### src/rtl/data_router_ctrl.sv
// rtl/data_router_ctrl.sv - Router command sequencer: walks bank/row/col per block in RR, BR or RP order.
module data_router_ctrl #(
    parameter int POY    = 3,
    parameter int BUFH   = 3,
    parameter int BUFW   = 32,
    parameter int KSIZE  = 3,
    parameter int STRIDE = 1
) (
    input  logic        clk,
    input  logic        rst,
    input  logic        start,
    input  logic [1:0]  mode,
    input  logic [15:0] nblk,
    input  logic        blkend,
    input  logic        cmd_stall,
    output logic [1:0]  bank,
    output logic [1:0]  row,
    output logic [27:0] col,
    output logic [1:0]  rpsel,
    output logic        cmd_vld,
    output logic        busy,
    output logic        done,
    output logic [1:0]  err
);

    localparam logic [1:0] IDLE     = 2'd0;
    localparam logic [1:0] WAIT_BLK = 2'd1;
    localparam logic [1:0] ISSUE    = 2'd2;
    localparam logic [1:0] DONE     = 2'd3;

    localparam logic [1:0] MODE_RR = 2'b00;
    localparam logic [1:0] MODE_BR = 2'b01;

    // A block never issues more rows than a bank buffer holds.
    localparam int         ROWS      = (KSIZE < BUFH) ? KSIZE : BUFH;
    localparam logic [1:0] ROW_LAST  = 2'(ROWS - 1);
    localparam logic [1:0] BANK_LAST = 2'(POY - 1);

    logic [1:0]  state;
    logic [1:0]  mode_q;
    logic [15:0] blk_left;
    logic [1:0]  bank_cnt;
    logic [1:0]  row_cnt;
    logic [27:0] col_cnt;
    logic        pending;
    logic [1:0]  err_q;

    logic        row_last;
    logic        bank_last;
    logic        col_last;
    logic        blk_last;
    logic [28:0] col_nxt;

    assign row_last  = (row_cnt == ROW_LAST);
    assign bank_last = (bank_cnt == BANK_LAST);
    assign col_nxt   = {1'b0, col_cnt} + 29'(STRIDE);
    assign col_last  = (col_nxt >= 29'(BUFW));

    always_comb begin
        blk_last = 1'b0;
        case (mode_q)
            MODE_RR: blk_last = row_last;
            MODE_BR: blk_last = bank_last && row_last;
            default: blk_last = row_last && col_last;
        endcase
    end

    always_ff @(posedge clk or posedge rst) begin
        if (rst) begin
            state    <= IDLE;
            mode_q   <= 2'b00;
            blk_left <= 16'd0;
            bank_cnt <= 2'd0;
            row_cnt  <= 2'd0;
            col_cnt  <= 28'd0;
            pending  <= 1'b0;
            err_q    <= 2'b00;
        end else begin
            case (state)
                IDLE: begin
                    if (start) begin
                        if (mode == 2'b11) begin
                            err_q[0] <= 1'b1;
                        end else begin
                            mode_q   <= mode;
                            blk_left <= nblk;
                            err_q    <= 2'b00;
                            pending  <= 1'b0;
                            state    <= (nblk == 16'd0) ? DONE : WAIT_BLK;
                        end
                    end
                end
                WAIT_BLK: begin
                    if (blkend || pending) begin
                        pending <= 1'b0;
                        state   <= ISSUE;
                    end
                end
                ISSUE: begin
                    // An early blkend is remembered once; a second one is lost and flagged.
                    if (blkend) begin
                        if (pending) begin
                            err_q[1] <= 1'b1;
                        end else begin
                            pending <= 1'b1;
                        end
                    end
                    if (!cmd_stall) begin
                        if (blk_last) begin
                            bank_cnt <= 2'd0;
                            row_cnt  <= 2'd0;
                            col_cnt  <= 28'd0;
                            blk_left <= blk_left - 16'd1;
                            state    <= (blk_left == 16'd1) ? DONE : WAIT_BLK;
                        end else begin
                            case (mode_q)
                                MODE_RR: row_cnt <= row_cnt + 2'd1;
                                MODE_BR: begin
                                    if (row_last) begin
                                        row_cnt  <= 2'd0;
                                        bank_cnt <= bank_cnt + 2'd1;
                                    end else begin
                                        row_cnt <= row_cnt + 2'd1;
                                    end
                                end
                                default: begin
                                    if (col_last) begin
                                        col_cnt <= 28'd0;
                                        row_cnt <= row_cnt + 2'd1;
                                    end else begin
                                        col_cnt <= col_nxt[27:0];
                                    end
                                end
                            endcase
                        end
                    end
                end
                default: state <= IDLE;
            endcase
        end
    end

    assign cmd_vld = (state == ISSUE);
    assign bank    = cmd_vld ? bank_cnt : 2'd0;
    assign row     = cmd_vld ? row_cnt  : 2'd0;
    assign col     = cmd_vld ? col_cnt  : 28'd0;
    assign rpsel   = cmd_vld ? mode_q   : 2'd0;
    assign busy    = (state != IDLE);
    assign done    = (state == DONE);
    assign err     = err_q;

endmodule

### config.mk
export PLATFORM = sky130hd
export DESIGN_NAME = data_router_ctrl
export DESIGN_NICKNAME = d
export VERILOG_FILES = /design/src/rtl/data_router_ctrl.sv
export SDC_FILE = /design/constraint.sdc
export NUM_CORES = 1
export LEC_CHECK = 0
export BUFFER_PORTS_ARGS = -buffer_cell sky130_fd_sc_hd__buf_4
export CAP_MARGIN = 30
export CORE_MARGIN = 1.5
export CORE_UTILIZATION = 51
export DETAILED_ROUTE_END_ITERATION = 12
export PLACE_DENSITY = 0.87
export REMOVE_ABC_BUFFERS = 1
export SETUP_SLACK_MARGIN = 0.4
export SYNTH_ARGS = -nofsm -noshare
export SYNTH_HDL_FRONTEND = slang
export SYNTH_SLANG_ARGS = --single-unit
### constraint.sdc
create_clock -name clk -period 3.2 [get_ports clk]
set_input_delay 0.16 -clock clk [delete_from_list [all_inputs] [get_ports clk]]
set_output_delay 0.16 -clock clk [all_outputs]
set_load 0.005 [all_outputs]
==> results of run 1 <==
cells in the final DEF, fill, tap and decap left out, types with 3 or more instances in the layout:
cell type / count
a21oi_1: 9
and4_1: 3
o21ai_1: 3
clkbuf_8: 5
a31oi_1: 5
nor4_1: 11
o311ai_0: 3
nor2_1: 36
inv_1: 12
or2_2: 3
mux2_2: 4
buf_4: 95
nor3_1: 10
or4_1: 7
nand3_1: 16
dfrtp_1: 53
or3_1: 7
o21ai_0: 19
nand2_1: 34
xnor2_1: 7
o211ai_1: 6
nor2b_1: 27
or4_4: 4
o22ai_1: 3
o41ai_1: 3
ha_1: 3
mux2i_1: 4
and2_1: 32
o311ai_1: 3
nand4_1: 10
worst reg2reg max path: cells and delay by family (launching register included):
kind | cells | cell delay [ns]
compound gates | 1 | 0.14
simple gates | 6 | 1.80
mux | 1 | 0.29
flops | 1 | 0.45
buf+inv | 1 | 0.17
power by group through the flow:
| stage | sequential [mW] | clock (mW) | combinational [mW] |
|---|---|---|---|
| final | 1.09 | 0.403 | 1.26 |
| after global routing | 1.11 | 0.435 | 1.39 |
| after CTS | 1.07 | 0.407 | 1.20 |
| after detailed placement | 1.09 | 0 | 1.05 |
| after global placement | 1.07 | 0 | 1.00 |
| after floorplan | 1.03 | 0 | 0.665 |
per-stage QoR:
stage / hold WS (ns) / setup WS (ns) / setup TNS [ns]
2_1_floorplan: 0.283 / 0.120 / 0
3_3_place_gp: 0.388 / 0.0537 / 0
3_5_place_dp: 0.162 / -0.0349 / -0.118
4_1_cts: 0.0518 / 0.280 / 0
5_1_grt: 0.0724 / 0.128 / 0
6_report: 0.0475 / 0.241 / 0
sequential cells by signal (all words and copies together), names as in the netlist:
signal,flops
bank_cnt,2
blk_left,16
col_cnt,28
err,2
mode_q,2
pending,1
row_cnt,2
state,2
area by class of cell:
class,instances,share of cell area [%]
clock buffers,5,1.53
inverters,13,1.08
multi-input cells,319,47.1
clock inverters,3,0.556
well taps,77,2.14
flip-flops and latches,55,30.6
repair buffers,99,17.0
per-layer routing:
layer | share of wire [%] | wire length (um) | vias to the layer above | track usage [%]
met5 | 0 | 0 | - | 0
met4 | 2.3 | 223 | 0 | 9.68
met3 | 6.3 | 612 | 24 | 4.57
met2 | 50 | 4820 | 145 | 47.8
met1 | 42 | 4070 | 1700 | 34.2
li1 | - | - | 1646 | -
what timing repair did:
action / in CTS / in global routing
buffers inserted: 17 / 1
cloned: 1 / 0
endpoints found under the setup margin: 27 / 45
endpoints found under the hold margin: 14 / 0
pin swaps: 12 / 0
gates resized for setup: 29 / 7
hold buffers: 1 / 0
kinds of logic (layout without fill, tap and decap cells):
logic type                 count (synthesis)  count (layout)  share of synthesized area (%)
AOI/OAI and AO/OA                         76              76                           14.6
buffers and inverters                     32             120                           4.00
adders and majority gates                  4               4                           1.44
and+or+nand+nor                          221             222                           35.6
muxes                                      8               8                           2.45
xor gates and xnor gates                   9               9                           2.27
DFF                                       55              55                           39.7
worst paths after layout:
kind | endpoint | startpoint | slack, ns | cells past startpoint
setup / recovery | row_cnt[0] | col_cnt[0] | 0.24 | 9
hold / removal | blk_left[10] | nblk[10] | 0.05 | 3
setup reg to reg | row_cnt[0] | col_cnt[0] | 0.24 | 9
hold reg to reg | err[0] | err[0] | 0.50 | 2
max in group asynchronous | col_cnt[11] | rst | 2.29 | 4
min in group asynchronous | blk_left[0] | rst | 0.36 | 3
==> results.sh, run 1 <==
export IMPL_finalCritPeriodShare_pct=92.5
export IMPL_drive_gt1_share_pct=29.1
export IMPL_critPathMaxFanout=4
export IMPL_slowest_delay_ns=0.53
export IMPL_cts_sinks=55
export IMPL_hold_class="in -> reg"
export IMPL_grt_usage_pct=27.4
export IMPL_grt_overflow=0
export IMPL_drc=4
export IMPL_synth_top_area_share_pct=39.7
export IMPL_synth_area_um2=3470
export IMPL_antenna_found_initial=0
export IMPL_grt_max_degree=42
export IMPL_start_util_pct=53.7
export IMPL_synth_edf_count=0
export IMPL_synth_seq_cells=55
export IMPL_wire_per_inst_um=17.0
export IMPL_crit_path_cell_trace="nand4_1 -> or3_1 -> or4_4 -> o2bb2ai_2 -> or4_4 -> nor3b_4 -> buf_6 -> nor3_2 -> mux2_2"
export IMPL_clockBufferDepth=2
export IMPL_stdcell_count=571
export IMPL_ir_drop_v=0.000465
export IMPL_setup_viol=0
export IMPL_synthArstFlopShare_pct=100
export IMPL_clock_skew_ns=0.0190
export IMPL_clkPwrFrac_pct=14.7
export IMPL_htreeDepth=2
export IMPL_failed_checks="design-rule violations"
export IMPL_seqPwrFrac_pct=39.5
export IMPL_total_leakage_power_nw=1.98
export IMPL_worst_slew_pin_slew_ns=0.539
export IMPL_synth_cell_type_count=54
export IMPL_min_period_ns=2.96
export IMPL_area_growth_pct=29.8
export IMPL_antennaDiodeCount=0
export IMPL_ys_seq_area_share_pct=39.7
export IMPL_synthMostInstantiatedCell="dfrtp_1"
export IMPL_clock_latency_ns=0.32
export IMPL_hpwl_um=6670
export IMPL_slew_headroom_pct=63.8
export IMPL_io_pins=62
export IMPL_critPathRequiredTime_ns=3.42
export IMPL_power_frac_comb_pct=45.8
export IMPL_cts_buffers=5
export IMPL_cp_start_kind="flip-flop"
export IMPL_core_um2=6460
export IMPL_grt_pass1_wl_um=16200
export IMPL_rsz0062_at_grt="true"
export IMPL_clk_pin_slew_worst_paths_ns=0.11
export IMPL_grt_pass1_vias=3452
export IMPL_portBuffers=61
export IMPL_postLayoutCoreUtil_pct=69.7
export IMPL_die_y_um=85.5
export IMPL_cap_violations=0
export IMPL_clockRootBuffer="clkbuf_8"
export IMPL_place_inst=543
export IMPL_synth_flop_cell="dfrtp_1"
export IMPL_synthTopCellsByCount="dfrtp_1, nor2_1, nand2_1"
export IMPL_regArea_um2=1380
export IMPL_routed_via_count=3515
export IMPL_ant_nets=0
export IMPL_switchingPower_mw=1.15
export IMPL_syn_inst=405
export IMPL_wirelength_um=9720
export IMPL_cp_slowest_cell="or4_4"
export IMPL_viasPerCell=6.16
export IMPL_swShare_pct=41.8
export IMPL_cts_tree="built"
export IMPL_p_int_mw=1.60
export IMPL_criticalPathCategory="reg -> reg"
export IMPL_die_width_um=85.5
export IMPL_cpMostUsedCell="or4_4"
export IMPL_endpoint_kind="flip-flop"
export IMPL_synth_largest_area_cell="dfrtp_1"
export IMPL_rows=29
export IMPL_avgSynthCellArea_um2=8.57
export IMPL_crit_arrival_ns=3.17
export IMPL_max_freq_ghz=0.338
export IMPL_finalPower_mw=2.75
export IMPL_place_area_um2=4090
export IMPL_power_density_nw_per_um2=610
export IMPL_gp_congestion=0.954
export IMPL_critPathTopFamily="simple AND/OR/NAND/NOR gates"
export IMPL_synthTopCellsByArea="dfrtp_1, and2_1, nor2b_1"
export IMPL_drtPass1Iterations=11
export IMPL_n_fill_cell=504
export IMPL_num_nets_final=520
export IMPL_yosysWarnings=0
export IMPL_outcome="finished, violations left"
export IMPL_dieArea_um2=7310
export IMPL_multi_input_area_um2=2120
export IMPL_path_buf_inv=1
export IMPL_final_area_um2=4500
export IMPL_first_iter_violations=234
export IMPL_finalMaxSlewViolations=0
export IMPL_hold_viol_final=0
Note: power is estimated with default switching activity, not from simulation.
==> run 2: changes to the inputs <==
--- a/config.mk
+++ b/config.mk
@@ -8,9 +8,9 @@
 export BUFFER_PORTS_ARGS = -buffer_cell sky130_fd_sc_hd__buf_4
 export CAP_MARGIN = 30
 export CORE_MARGIN = 1.5
-export CORE_UTILIZATION = 51
+export CORE_UTILIZATION = 40
 export DETAILED_ROUTE_END_ITERATION = 12
-export PLACE_DENSITY = 0.87
+export PLACE_DENSITY = 0.73
 export REMOVE_ABC_BUFFERS = 1
 export SETUP_SLACK_MARGIN = 0.4
 export SYNTH_ARGS = -nofsm -noshare
==> run 2 against run 1 <==
The flow now finishes without violations. Highest routed layer unchanged. Combinational power grew 4%. Clock power shrank 4%. Via count grew 0.83%. Critical path depth grew 2. Global-route usage shrank 5.4 points. Core utilization shrank 13 points. Worst hold slack gained 0.011 ns.
==> results.sh, run 2 (synthesis results as in run 1) <==
export IMPL_ant_nets=0
export IMPL_rows=33
export IMPL_gp_congestion=0.898
export IMPL_start_util_pct=41.8
export IMPL_regArea_um2=1380
export IMPL_n_fill_cell=748
export IMPL_multi_input_area_um2=2210
export IMPL_hold_class="in -> reg"
export IMPL_largest_registers="col_cnt: 28 flops, blk_left: 16 flops"
export IMPL_endpoint_kind="flip-flop"
export IMPL_grt_usage_pct=22.0
export IMPL_critPathRequiredTime_ns=3.38
export IMPL_layout_commonest_cell="buf_4"
export IMPL_path_buf_inv=3
export IMPL_outcome="finished, final reports clean"
export IMPL_cp_start_kind="flip-flop"
export IMPL_min_period_ns=2.96
export IMPL_max_freq_ghz=0.338
export IMPL_cap_violations=0
export IMPL_finalMaxSlewViolations=0
export IMPL_grt_pass1_vias=3297
export IMPL_whs_ns=0.0586
export IMPL_r2r_slack_ns=0.24
export IMPL_die_y_um=96.1
export IMPL_wirelength_um=10100
export IMPL_place_area_um2=4150
export IMPL_critPathMaxFanout=6
export IMPL_clock_latency_ns=0.32
export IMPL_postLayoutCoreUtil_pct=56.3
export IMPL_worst_slew_pin_slew_ns=0.769
export IMPL_wire_per_inst_um=16.7
export IMPL_cp_slowest_cell="or4_4"
export IMPL_setup_viol=0
export IMPL_rr_startpoint="col_cnt[4]"
export IMPL_slowest_delay_ns=0.59
export IMPL_rsz0062_at_grt="true"
export IMPL_cts_tree="built"
export IMPL_largest_reg_flops=28
export IMPL_crit_path_cell_trace="nand3_4 -> or4_4 -> buf_4 -> or4_4 -> nand4_1 -> or4_4 -> nor3b_4 -> buf_4 -> buf_6 -> o311ai_0 -> nand3_1"
export IMPL_clk_pin_slew_worst_paths_ns=0.10
export IMPL_final_area_um2=4670
export IMPL_layout_setup_ws_ns=0.244
export IMPL_routed_via_count=3544
export IMPL_power_density_nw_per_um2=593
export IMPL_drive_gt1_share_pct=31.3
export IMPL_cts_buffers=5
export IMPL_io_pins=62
export IMPL_ir_drop_v=0.000249
export IMPL_dieArea_um2=9240
export IMPL_core_um2=8300
export IMPL_num_nets_final=527
export IMPL_viasPerCell=5.85
export IMPL_slew_headroom_pct=48.6
export IMPL_clockRootBuffer="clkbuf_8"
export IMPL_stdcell_count=606
export IMPL_place_inst=576
export IMPL_clockBufferDepth=2
export IMPL_area_growth_pct=34.6
export IMPL_criticalPathCategory="reg -> reg"
export IMPL_final_cell_mix="buf_4, dfrtp_1, nor2_1"
export IMPL_reg2regPathDepth=11
export IMPL_path_depth=11
export IMPL_cpMostUsedCell="or4_4"
export IMPL_cts_sinks=55
export IMPL_pre_cts_slack_ns=-0.00132
export IMPL_grt_pass1_wl_um=15800
export IMPL_die_width_um=96.1
export IMPL_drtPass1Iterations=5
export IMPL_antennaDiodeCount=0
export IMPL_grt_max_degree=35
export IMPL_grt_overflow=0
export IMPL_critPathTopFamily="simple AND/OR/NAND/NOR gates"
export IMPL_portBuffers=61
export IMPL_crit_start="col_cnt[4]"
export IMPL_clock_skew_ns=0.0138
export IMPL_antenna_found_initial=0
export IMPL_total_leakage_power_nw=2.08
export IMPL_finalCritPeriodShare_pct=92.4
export IMPL_first_iter_violations=191
export IMPL_crit_arrival_ns=3.14
export IMPL_htreeDepth=2
export IMPL_hpwl_um=6900
export IMPL_hold_viol_final=0
export IMPL_drc=0
export IMPL_largest_register="col_cnt"
export IMPL_endpoint="blk_left[13]"
export IMPL_rr_endpoint="blk_left[13]"
==> run 2: cell types whose count changed in the layout (fill, tap and decap cells not counted), moves of 2 or more <==
cell      before  now
nor4_1        11    9
clkinv_4       2    0
clkbuf_1       0    2
buf_6          2    5
nor3_2         2    0
nor3_4         0    2
buf_4         95  100
nor4_4         1    3
nand2_2        0    2
o21ai_0       19   17
nand2_1       34   31
nand3_2        1    3
==> run 2: where the power goes <==
group,internal [mW],switching [mW]
Combinational,0.605,0.705
Sequential,0.878,0.196
Clock,0.155,0.232
==> run 2: cell type report <==
cell class	instances	area share, %
Clock inverter	1	0.107
Inverter	13	1.05
Tap cell	105	2.81
Timing Repair Buffer	106	17.5
Clock buffer	7	1.63
Sequential cell	55	29.5
Multi-Input combinational cell	319	47.4
==> run 2: worst min-delay path by stage <==
stage	start	cells past startpoint	endpoint
after floorplan	nblk[1]	2	blk_left[1]
after global placement	rst	2	mode_q[0]
after detailed placement	rst	2	mode_q[0]
after CTS	nblk[8]	3	blk_left[8]
after global routing	nblk[8]	3	blk_left[8]
final	nblk[8]	3	blk_left[8]
==> run 2: worst reg2reg max path, delay by kind of cell, from the launching register on <==
kind / cells / cell delay [ns]
DFF: 1 / 0.41
AOI/OAI and AO/OA: 1 / 0.32
and+or+nand+nor: 7 / 1.65
buffers and inverters: 3 / 0.43
==> run 2: timing repair <==
action	in CTS	in global routing
gates resized for setup	29	31
gates cloned	1	1
endpoints found under the setup margin	27	27
pin swaps	15	8
endpoints found under the hold margin	5	0
buffers inserted	16	3
hold buffers	1	0
==> run 2: routing by layer <==
layer / vias to the layer above / track usage [%] / wire length (um)
met5: - / 0 / 0
met4: 0 / 6.74 / 170
met3: 16 / 2.69 / 574
met2: 142 / 37.8 / 5100
met1: 1728 / 28.9 / 4280
li1: 1658 / - / -
==> run 2: stage by stage <==
step | power (mW) | setup TNS, ns
after global placement | 2.11 | 0
after detailed placement | 2.15 | -0.00132
after CTS | 2.66 | 0
final | 2.77 | 0
after floorplan | 1.70 | 0
after global routing | 2.97 | 0
==> run 3: changes to the inputs <==
--- a/config.mk
+++ b/config.mk
@@ -5,12 +5,13 @@
 export SDC_FILE = /design/constraint.sdc
 export NUM_CORES = 1
 export LEC_CHECK = 0
+export ABC_AREA = 1
 export BUFFER_PORTS_ARGS = -buffer_cell sky130_fd_sc_hd__buf_4
 export CAP_MARGIN = 30
 export CORE_MARGIN = 1.5
 export CORE_UTILIZATION = 40
 export DETAILED_ROUTE_END_ITERATION = 12
-export PLACE_DENSITY = 0.73
+export PLACE_DENSITY = 0.72
 export REMOVE_ABC_BUFFERS = 1
 export SETUP_SLACK_MARGIN = 0.4
 export SYNTH_ARGS = -nofsm -noshare
==> run 3 against run 2 <==
Critical path depth increased by 6. Global-route usage decreased by 1.0 points. Synthesized cell count increased by 45%. First-iteration DRC count decreased by 15%. Die area increased by 8.0%. Combinational power increased by 51%. Non-clock buffer count decreased by 39. Worst hold slack improved by 0.018 ns. Sequential share of layout area increased by 1.4 points. Worst setup slack improved by 0.45 ns.
==> results.sh, run 3 <==
export IMPL_synth_largest_area_cell="dfrtp_1"
export IMPL_routed_via_count=3896
export IMPL_layout_commonest_cell="nand2_1"
export IMPL_worst_slew_pin_slew_ns=0.670
export IMPL_grt_pass1_vias=3786
export IMPL_criticalPathCategory="reg -> reg"
export IMPL_cap_violations=0
export IMPL_crit_arrival_ns=2.77
export IMPL_grtUsageMet3_pct=3.41
export IMPL_synth_top_area_share_pct=36.6
export IMPL_ant_nets=0
export IMPL_synth_edf_count=0
export IMPL_first_iter_violations=162
export IMPL_rows=35
export IMPL_largest_reg_flops=28
export IMPL_ys_seq_area_share_pct=36.6
export IMPL_start_util_pct=41.1
export IMPL_cts_tree="built"
export IMPL_place_inst=751
export IMPL_drtPass1Iterations=5
export IMPL_synth_area_um2=3760
export IMPL_hold_viol_final=0
export IMPL_outcome="finished, final reports clean"
export IMPL_setup_viol=0
export IMPL_portBuffers=61
export IMPL_largest_register="col_cnt"
export IMPL_clockBufferDepth=2
export IMPL_antenna_found_initial=0
export IMPL_synth_cell_type_count=33
export IMPL_viasPerCell=5.12
export IMPL_wirelength_um=10100
export IMPL_die_y_um=99.9
export IMPL_grt_busiest_layer="met2"
export IMPL_synth_seq_cells=55
export IMPL_endpoint_kind="flip-flop"
export IMPL_grt_overflow=0
export IMPL_dieArea_um2=9980
export IMPL_hold_start="mode[0]"
export IMPL_place_area_um2=4340
export IMPL_yosysWarnings=0
export IMPL_wire_per_inst_um=13.3
export IMPL_core_um2=9150
export IMPL_clock_skew_ns=0.0112
export IMPL_synthTopCellsByCount="nand2_1, nor2_1, inv_1"
export IMPL_area_growth_pct=18.8
export IMPL_min_period_ns=2.50
export IMPL_clkPwrFrac_pct=11.2
export IMPL_drc=0
export IMPL_swShare_pct=49.5
export IMPL_clk_pin_slew_worst_paths_ns=0.12
export IMPL_grt_pass1_wl_um=17200
export IMPL_finalMaxSlewViolations=0
export IMPL_largest_registers="col_cnt: 28 flops, blk_left: 16 flops"
export IMPL_switchingPower_mw=1.87
export IMPL_p_int_mw=1.90
export IMPL_seqPwrFrac_pct=36.4
export IMPL_power_frac_comb_pct=52.4
export IMPL_rr_startpoint="col_cnt[0]"
export IMPL_clockRootBuffer="clkbuf_8"
export IMPL_ir_drop_v=0.000591
export IMPL_syn_inst=586
export IMPL_finalSetupTns_ns=0
export IMPL_synthMostInstantiatedCell="nand2_1"
export IMPL_clock_latency_ns=0.32
export IMPL_power_density_nw_per_um2=846
export IMPL_final_area_um2=4460
export IMPL_grt_usage_pct=21.0
export IMPL_use_met2_pct=38.1
export IMPL_io_pins=62
export IMPL_finalCritPeriodShare_pct=78.2
export IMPL_avgSynthCellArea_um2=6.41
export IMPL_slew_headroom_pct=55.3
export IMPL_finalPower_mw=3.77
export IMPL_critPathMaxFanout=19
export IMPL_crit_start="col_cnt[0]"
export IMPL_synthTopCellsByArea="dfrtp_1, nand2_1, nor2_1"
export IMPL_synth_flop_cell="dfrtp_1"
export IMPL_total_leakage_power_nw=2.17
export IMPL_postLayoutCoreUtil_pct=48.8
export IMPL_die_width_um=99.9
export IMPL_synthArstFlopShare_pct=100
export IMPL_htreeDepth=2
export IMPL_final_cell_mix="nand2_1, nor2_1, inv_1"
export IMPL_critPathRequiredTime_ns=3.47
export IMPL_drive_gt1_share_pct=14.5
export IMPL_cts_sinks=55
export IMPL_layout_setup_ws_ns=0.698
export IMPL_whs_ns=0.0766
export IMPL_stdcell_count=761
export IMPL_rsz0062_at_grt="false"
export IMPL_cts_buffers=5
export IMPL_cp_start_kind="flip-flop"
export IMPL_max_freq_ghz=0.400
export IMPL_antennaDiodeCount=0
export IMPL_num_nets_final=676
export IMPL_pre_cts_slack_ns=0.722
export IMPL_grt_max_degree=53
export IMPL_hold_class="in -> reg"
export IMPL_hpwl_um=7720
export IMPL_use_met1_pct=26.1
export IMPL_gp_congestion=0.988
[run 3: area by class of cell]
| class | count | area [um2] |
|---|---|---|
| sequential | 55 | 1380 |
| clock buffer | 5 | 68.8 |
| fill | 962 | 4690 |
| inverter | 77 | 289 |
| multi-input combinational | 443 | 2060 |
| timing repair buffer | 67 | 505 |
| tap | 111 | 139 |
| clock inverter | 3 | 27.5 |
[run 3: power by group through the flow]
stage               clock network, mW  registers (mW)  logic (mW)
detailed placement                  0            1.38        1.97
CTS                             0.436            1.37        1.97
floorplan                           0            1.28        1.38
global placement                    0            1.36        1.91
global route                    0.467            1.42        2.26
finish                          0.424            1.37        1.98
[run 3: timing repair]
item | 4_1_cts | 5_1_grt
hold buffers | 1 | 0
setup buffers | 0 | 0
resized for setup | 0 | 2
endpoints found under the setup margin | 0 | 17
hold endpoints to repair | 29 | 0
[run 3: logic make-up (layout without fill, tap and decap cells)]
kind of cell / Yosys count / after routing / synth area share [%]
compound gates: 51 / 51 / 7.33
xor+xnor: 10 / 10 / 2.33
fa+ha+maj: 4 / 4 / 1.33
buf+inv: 89 / 152 / 9.16
flops: 55 / 55 / 36.6
mux: 1 / 1 / 0.266
simple gates: 376 / 377 / 43.0
[run 3: per-layer routing]
| layer | vias to the layer above | part of all wire (%) |
|---|---|---|
| li1 | 1976 | - |
| met1 | 1791 | 43 |
| met2 | 114 | 50 |
| met3 | 15 | 5.3 |
| met4 | 0 | 1.5 |
| met5 | - | 0 |
[run 3: path summary, 6_finish.rpt]
kind                               endpoint  slack (ns)  depth (start not counted)
max in group asynchronous        col_cnt[0]        1.90                          4
worst max register to register  blk_left[6]        0.70                         17
worst min register to register  blk_left[1]        0.49                          2
worst max-delay path            blk_left[6]        0.70                         17
min in group asynchronous       blk_left[0]        0.50                          3
worst min-delay path              mode_q[0]        0.08                          3
[run 3: worst max-delay path: stages (launching register included)]
cell and delay [ns]:
dfrtp_2 0.42, ha_1 0.21, nand2_1 0.10, nor2_4 0.17, nand2_1 0.09, nor2_2 0.19
nand2_1 0.07, nand2_1 0.06, nand2_1 0.05, nor2_1 0.19, nand3_1 0.12, nor2_2 0.13
nand2_2 0.09, nand3_2 0.08, nand2_4 0.17, nand2_4 0.18, nand2_1 0.06, nand2_1 0.06
